$ cat config.mk
export PLATFORM = sky130hd
export DESIGN_NAME = dmem_arbiter
export DESIGN_NICKNAME = d
export VERILOG_FILES = /design/src/rtl/dmem_arbiter_pkg.sv /design/src/rtl/dmem_arb_wait_cnt.sv /design/src/rtl/dmem_arbiter.sv
export SDC_FILE = /design/constraint.sdc
export NUM_CORES = 1
export LEC_CHECK = 0
export ABC_AREA = 1
export BUFFER_PORTS_ARGS = -buffer_cell sky130_fd_sc_hd__buf_2
export CAP_MARGIN = 20
export CORE_MARGIN = 8
export CORE_UTILIZATION = 34
export CTS_CLUSTER_SIZE = 10
export DETAILED_ROUTE_END_ITERATION = 12
export PLACE_DENSITY = 0.89
export SYNTH_ARGS = -nofsm -noshare
export SYNTH_HDL_FRONTEND = slang
export SYNTH_SLANG_ARGS = --single-unit
export TNS_END_PERCENT = 20
$ cat constraint.sdc
create_clock -name clk -period 1.3 [get_ports clk]
set_input_delay 0.195 -clock clk [delete_from_list [all_inputs] [get_ports clk]]
set_output_delay 0.195 -clock clk [all_outputs]
set_load 0.05 [all_outputs]
$ cat src/rtl/dmem_arbiter_pkg.sv
// dmem_arbiter_pkg: state encodings and default sizing for the data-memory arbiter.
package dmem_arbiter_pkg;
  typedef enum logic {ARB_IDLE = 1'b0, ARB_RESP = 1'b1} arbState_t;
  localparam int STARVE_LIMIT_DEF = 4;
  localparam int CNT_W_DEF = 3;
endpackage

$ cat src/rtl/dmem_arb_wait_cnt.sv
// dmem_arb_wait_cnt: saturating count of cycles the EXT port has waited for a grant.
module dmem_arb_wait_cnt #(
  parameter int LIMIT = 4,
  parameter int CNT_W = 3
) (
  input  logic             clk,
  input  logic             rst,
  input  logic             inc,
  input  logic             clr,
  output logic [CNT_W-1:0] cnt,
  output logic             sat
);
  assign sat = cnt == CNT_W'(LIMIT);
  always_ff @(posedge clk) begin
    if (rst || clr) cnt <= '0;
    else if (inc && !sat) cnt <= cnt + CNT_W'(1);
  end
endmodule

$ cat src/rtl/dmem_arbiter.sv
// dmem_arbiter: shares the data memory between the CPU MEM stage and the EXT loader port.
// Define DMEM_ARB_STARVE_GUARD_EN to force an EXT grant after STARVE_LIMIT waiting cycles.
module dmem_arbiter
  import dmem_arbiter_pkg::*;
#(
  parameter int ADDR_W       = 8,
  parameter int DATA_W       = 8,
  parameter int STARVE_LIMIT = STARVE_LIMIT_DEF,
  parameter int CNT_W        = CNT_W_DEF
) (
  input  logic              clk,
  input  logic              rst,
  input  logic              cpu_req,
  input  logic              cpu_we,
  input  logic [ADDR_W-1:0] cpu_addr,
  input  logic [DATA_W-1:0] cpu_wdata,
  output logic [DATA_W-1:0] cpu_rdata,
  output logic              cpu_stall,
  input  logic              ext_req,
  input  logic              ext_we,
  input  logic [ADDR_W-1:0] ext_addr,
  input  logic [DATA_W-1:0] ext_wdata,
  output logic              ext_gnt,
  output logic [DATA_W-1:0] ext_rdata,
  output logic              ext_valid,
  output logic              mem_we,
  output logic [ADDR_W-1:0] mem_addr,
  output logic [DATA_W-1:0] mem_wdata,
  input  logic [DATA_W-1:0] mem_rdata
);
  arbState_t state, nextState;
  logic [CNT_W-1:0] waitCnt;
  logic waitSat, forceGnt;

  dmem_arb_wait_cnt #(.LIMIT(STARVE_LIMIT), .CNT_W(CNT_W)) waitCntInst (
    .clk(clk),
    .rst(rst),
    .inc(ext_req & ~ext_gnt),
    .clr(ext_gnt | ~ext_req),
    .cnt(waitCnt),
    .sat(waitSat)
  );

`ifdef DMEM_ARB_STARVE_GUARD_EN
  assign forceGnt = waitSat;
`else
  assign forceGnt = waitSat & 1'b0;
`endif

  always_comb begin
    ext_gnt   = 1'b0;
    cpu_stall = 1'b0;
    nextState = ARB_IDLE;
    ext_gnt   = ~rst & (state == ARB_IDLE) & ext_req & (~cpu_req | forceGnt);
    cpu_stall = ext_gnt & cpu_req;
    mem_we    = ~rst & (ext_gnt ? ext_we : cpu_req & cpu_we);
    mem_addr  = ext_gnt ? ext_addr : cpu_addr;
    mem_wdata = ext_gnt ? ext_wdata : cpu_wdata;
    nextState = (ext_gnt & ~ext_we) ? ARB_RESP : ARB_IDLE;
  end

  always_ff @(posedge clk) begin
    if (rst) begin
      state     <= ARB_IDLE;
      ext_rdata <= '0;
    end else begin
      state <= nextState;
      if (ext_gnt && !ext_we) ext_rdata <= mem_rdata;
    end
  end

  // a reset landing in RESP suppresses the response pulse
  assign ext_valid = (state == ARB_RESP) & ~rst;
  assign cpu_rdata = mem_rdata;
endmodule

==> results of run 1 <==
layer usage:
layer  wire length, µm  global-route usage  vias up
li1                  -                   -      555
met1              1210               0.150      482
met2              1560               0.258       59
met5                 0                   0        -
met3               349              0.0627        4
met4                14              0.0306        0
placed cells by master (no fill, tap or decap):
cell type and count:
clkbuf_1 1, nand4_1 8, nand3_4 1, buf_6 15, nand2_1 50, nor2_4 1
nand2_2 14, clkbuf_4 3, buf_16 1, nor2_1 9, buf_8 5, buf_2 62
conb_1 1, a21oi_4 1, inv_8 1, nor2_2 1, buf_4 5, inv_1 28
dfxtp_1 8, dfxtp_2 1, nand2_4 2, inv_2 1, nand3_2 1
cell type report:
cell class              count  area share
inverters                  30      0.0841
multi-input cells          89       0.313
well taps                  28      0.0245
clock buffers               4      0.0184
repair buffers             88       0.433
flip-flops and latches      9       0.127
what timing repair did:
item                       4_1_cts  5_1_grt
setup endpoints to repair       18       26
gates cloned                     1        0
pin swaps                        9        1
gates resized for setup         51        5
setup buffers                    2        0
logic make-up (layout without fill, tap and decap cells):
group | count (synthesis) | count (layout) | synth area share
other | 1 | 1 | 0.00482
AO/OA/AOI/OAI | 1 | 1 | 0.00642
AND/OR/NAND/NOR | 87 | 87 | 0.474
buffers and inverters | 43 | 122 | 0.283
flip-flops | 9 | 9 | 0.232
worst min path at each step:
| stage | from | to | slack (ps) | cells past startpoint |
|---|---|---|---|---|
| final | mem_rdata[1] | ext_rdata[1]$_SDFFE_PP0P_ | 280 | 5 |
| after global routing | mem_rdata[5] | ext_rdata[5]$_SDFFE_PP0P_ | 310 | 5 |
| after CTS | mem_rdata[1] | ext_rdata[1]$_SDFFE_PP0P_ | 290 | 5 |
| after detailed placement | ext_rdata[1]$_SDFFE_PP0P_ | ext_rdata[1]$_SDFFE_PP0P_ | 500 | 4 |
| after global placement | ext_rdata[1]$_SDFFE_PP0P_ | ext_rdata[1]$_SDFFE_PP0P_ | 490 | 4 |
| after floorplan | rst | ext_rdata[0]$_SDFFE_PP0P_ | 420 | 3 |
power by group through the flow:
stage          Sequential, µW  Combinational [µW]  Clock (µW)
6_report                  290                 604         215
3_5_place_dp              296                 504           0
3_3_place_gp              296                 500           0
4_1_cts                   291                 594         218
2_1_floorplan             327                 346           0
5_1_grt                   292                 638         240
stage by stage:
| step | instance area, µm² | cells | power (µW) |
|---|---|---|---|
| 2_1_floorplan | 821 | 141 | 673 |
| 3_3_place_gp | 1180 | 241 | 796 |
| 3_5_place_dp | 1180 | 241 | 801 |
| 4_1_cts | 1410 | 248 | 1100 |
| 5_1_grt | 1430 | 248 | 1170 |
| 6_report | 1430 | 248 | 1110 |
sequential cells by signal (all words and copies together) (netlist names):
signal,flops
ext_rdata,8
state,1
Yosys cell counts:
cell type   n  area (µm²)
inv_1      28         105
nand3_4     1        17.5
nor2_1      9        33.8
dfxtp_1     9         180
buf_4      11        82.6
inv_2       1        3.75
a21oi_1     1        5.00
inv_4       1        6.26
nor2_2      2        12.5
buf_6       2        22.5
nand2_1    65         244
nand4_1     8        50.1
conb_1      1        3.75
nand3_1     1        5.00
nand2_2     1        6.26
worst max-delay path: stages (launching register included):
cell,delay [ps]
dfxtp_2,340
nor2_4,110
nand2_4,110
buf_8,160
nand2_1,80
nand2_2,70
buf_6,150
==> impl_metrics.tcl, run 1 <==
set metrics [dict create \
    start_kind "register" \
    p_seq_frac 0.262 \
    grt_setup_unrepaired "true" \
    postLayoutCoreUtil 0.652 \
    cp-startpoint "state$_SDFF_PP0_" \
    p_comb_frac 0.545 \
    r2r_cells 8 \
    worstSkewPairLatency_ps 260 \
    clkPwrFrac 0.194 \
    fin_hold_ws_ps 280 \
    place.gp.congestion 0.847 \
    finalSetupTns_ps -2460 \
    numCtsBuffers 3 \
    wire_per_inst_um 12.6 \
    endpoint "mem_wdata[4]" \
    num_antenna_cells 0 \
    required_ps 1110 \
    die_width_um 63.8 \
    antenna_found_initial 0 \
    grt_pass1_vias 1125 \
    die-area_um2 4080 \
    layout-drive-gt1-share 0.523 \
    setup_viol 18 \
    dp_slack_ps -39.6 \
    yosys_warnings 0 \
    fin_worst_skew_ps 5.75 \
    drcViolationCount 0 \
    htreeDepth 1 \
    syn_area_per_cell_um2 5.52 \
    setup_slack_ps -175 \
    clk_pin_slew_ps 60 \
    cts_tree "yes" \
    fin_nets 267 \
    finalWirelength_um 3140 \
    firstDrtPassIters 4 \
    hp-class "in2reg" \
    die_y_um 63.8 \
    status "complete, but fails checks" \
    fp-row-count 17 \
    multi_input_area_um2 447 \
    drt_iter0_markers 63 \
    slew_violations 0 \
    fin_crit_sh 1.13 \
    cts_root_buf "clkbuf_4" \
    core_area_um2 2190 \
    vdd_drop_max_v 0.000670 \
    num_vias 1100 \
    worstPathMaxFanout 8 \
    intPower_uw 619 \
    hold_viol 0 \
    netlist_area_um2 778 \
    min_period_ps 1470 \
    dpl.hpwl_um 2340 \
    ff_latch_area_um2 181 \
    path_class "reg2out" \
    grt_usage 0.143 \
    cp-end-kind "primary output" \
    ios 82 \
    leakage_uw 0.000873 \
    grt_pass1_wl_um 4910 \
    swShare 0.442 \
    area_growth_pct 83.6 \
    clock_sinks 9 \
    synth_nets 187 \
    cellPowerDensity_nw_per_um2 776 \
    numPortBuffers 80 \
    viasPerCell 4.44 \
    worstPathArrival_ps 1280 \
    nFillCells 190 \
    reg2reg_from "state$_SDFF_PP0_" \
    synthesis.instances 141 \
    ctsHoldBuffers 0 \
    switchingPower_uw 491 \
    grt_start_max_net_pins 18 \
    cap_viol_max_count 0 \
    synth-seq-cells 9 \
    ys_seq_area_frac 0.232 \
    cts.path.max_buffers 2 \
    overflow 0 \
    start_util 0.355 \
    ff2ff_setup_slack_ps 80 \
    antenna_left 0 \
    yosysUniqueCellTypes 15 \
    reg2reg_to "ext_rdata[6]$_SDFFE_PP0P_" \
    fmax_mhz 678 \
    violations "negative setup slack" \
]
(Power assumes the default switching activity.)
==> inputs of run 2 (changes only) <==
--- a/config.mk
+++ b/config.mk
@@ -6,6 +6,7 @@
 export NUM_CORES = 1
 export LEC_CHECK = 0
 export ABC_AREA = 1
+export ABC_CLOCK_PERIOD_IN_PS = 1300
 export BUFFER_PORTS_ARGS = -buffer_cell sky130_fd_sc_hd__buf_2
 export CAP_MARGIN = 20
 export CORE_MARGIN = 8
@@ -13,6 +14,7 @@
 export CTS_CLUSTER_SIZE = 10
 export DETAILED_ROUTE_END_ITERATION = 12
 export PLACE_DENSITY = 0.89
+export SETUP_SLACK_MARGIN = 0.1
 export SYNTH_ARGS = -nofsm -noshare
 export SYNTH_HDL_FRONTEND = slang
 export SYNTH_SLANG_ARGS = --single-unit
==> run 2 against run 1 <==
- the run still ends with negative setup slack left
- clock skew up 2.7 ps
- via count is 1.6% higher
- utilization up 7.4 points
- wire length up 11%
- flip-flop and latch count is the same
- critical path type unchanged
- highest routed layer unchanged
==> impl_metrics.tcl, run 2 (synthesis gave the netlist of run 1 again) <==
set metrics [dict create \
    status "complete, but fails checks" \
    violations "negative setup slack" \
    dp_slack_ps -37.2 \
    hold_start "mem_rdata[3]" \
    ctsHoldBuffers 0 \
    setup_slack_ps -250 \
    grt_setup_unrepaired "true" \
    leakage_uw 0.000926 \
    reg.largest.list "ext_rdata x8, state x1" \
    start_kind "register" \
    top_register "ext_rdata" \
    num_vias 1118 \
    drt_iter0_markers 51 \
    ios 82 \
    cts_root_buf "clkbuf_4" \
    fin_total_pwr_uw 1180 \
    dpl.hpwl_um 2390 \
    hold_viol 0 \
    wire_per_inst_um 14.0 \
    overflow 0 \
    numCtsBuffers 3 \
    grt_start_max_net_pins 18 \
    cts.path.max_buffers 2 \
    reg2reg_from "state$_SDFF_PP0_" \
    viasPerCell 4.49 \
    cts_tree "yes" \
    fp-row-count 17 \
    drcViolationCount 0 \
    grt_pass1_vias 1174 \
    cp-startpoint "state$_SDFF_PP0_" \
    worstPathMaxFanout 8 \
    hp-class "in2reg" \
    nFillCells 159 \
    path_class "reg2out" \
    die_y_um 63.8 \
    final_common_cell "buf_2" \
    place.gp.congestion 0.785 \
    vdd_drop_max_v 0.000962 \
    cp-end-kind "primary output" \
    fin_nets 268 \
    cap_viol_max_count 0 \
    start_util 0.355 \
    grt_pass1_wl_um 5170 \
    htreeDepth 1 \
    firstDrtPassIters 4 \
    clock_sinks 9 \
    area_growth_pct 104 \
    worstSkewPairLatency_ps 270 \
    numPortBuffers 80 \
    die_width_um 63.8 \
    required_ps 1110 \
    finalWirelength_um 3480 \
    setup_viol 18 \
    antenna_found_initial 0 \
    cellPowerDensity_nw_per_um2 739 \
    fmax_mhz 645 \
    slew_violations 0 \
    fin_crit_sh 1.19 \
    min_period_ps 1550 \
    die-area_um2 4080 \
    grt_usage 0.152 \
    largest_reg_flops 8 \
    clk_pin_slew_ps 70 \
    antenna_left 0 \
    num_antenna_cells 0 \
    layout-drive-gt1-share 0.579 \
    final_cell_mix "buf_2 (61), nand2_1 (39), inv_1 (28), nand2_4 (18), buf_6 (11)" \
    worstPathArrival_ps 1360 \
    fin_worst_skew_ps 8.46 \
    core_area_um2 2190 \
]
## run 2: changes by cell type in the layout (fill, tap and decap cells not counted), sizes merged
| cell | before | now |
|---|---|---|
| clkinv | 0 | 2 |
| inv | 30 | 29 |
## run 2: routing by layer
layer / track usage / vias to the layer above / share of wire
li1: - / 561 / -
met1: 0.148 / 489 / 0.37
met2: 0.295 / 62 / 0.53
met3: 0.0592 / 6 / 0.079
met4: 0.0279 / 0 / 0.021
met5: 0 / - / 0
## run 2: critical path, stage by stage (launching register included)
cell,delay (ps)
dfxtp_2,330
nor2_4,120
nand2_4,80
buf_12,140
buf_12,150
nand2_4,80
nand2_4,50
buf_8,140
## run 2: report_power, final
group          switching, µW  internal (µW)  total (µW)
registers               4.90            285         290
clock network            108            114         222
logic                    418            246         664
total                    531            645        1180
## run 2: worst paths after layout
check / endpoint / slack, ps / cells past startpoint
max reg2reg: ext_rdata[2]$_SDFFE_PP0P_ / 140 / 7
max: mem_wdata[4] / -250 / 7
min: ext_rdata[3]$_SDFFE_PP0P_ / 280 / 5
min reg2reg: ext_rdata[6]$_SDFFE_PP0P_ / 510 / 4
## run 2: area by class of cell
cell class,instances,area [µm²],share of cell area
Timing Repair Buffer,89,667,0.419
Clock buffer,3,22.5,0.0142
Tap cell,28,35.0,0.0220
Multi-Input combinational cell,89,554,0.349
Sequential cell,9,181,0.114
Clock inverter,1,5.00,0.00315
Inverter,30,125,0.0787
## run 2: timing repair
action | in CTS | in global routing
buffers inserted | 1 | 1
setup endpoints to repair | 18 | 27
gates resized for setup | 59 | 19
cloned | 1 | 0
pin swaps | 2 | 4
## run 2: metrics by stage
step           instances  hold slack (ps)   util  area [µm²]  setup TNS [ps]
3_5_place_dp         242              497  0.565        1240            -254
6_report             249              281  0.726        1590           -3850
5_1_grt              249              323  0.726        1590           -4770
4_1_cts              248              285  0.686        1500           -4150
2_1_floorplan        141              422      -         871               0
3_3_place_gp         242              496  0.565        1240           -95.3
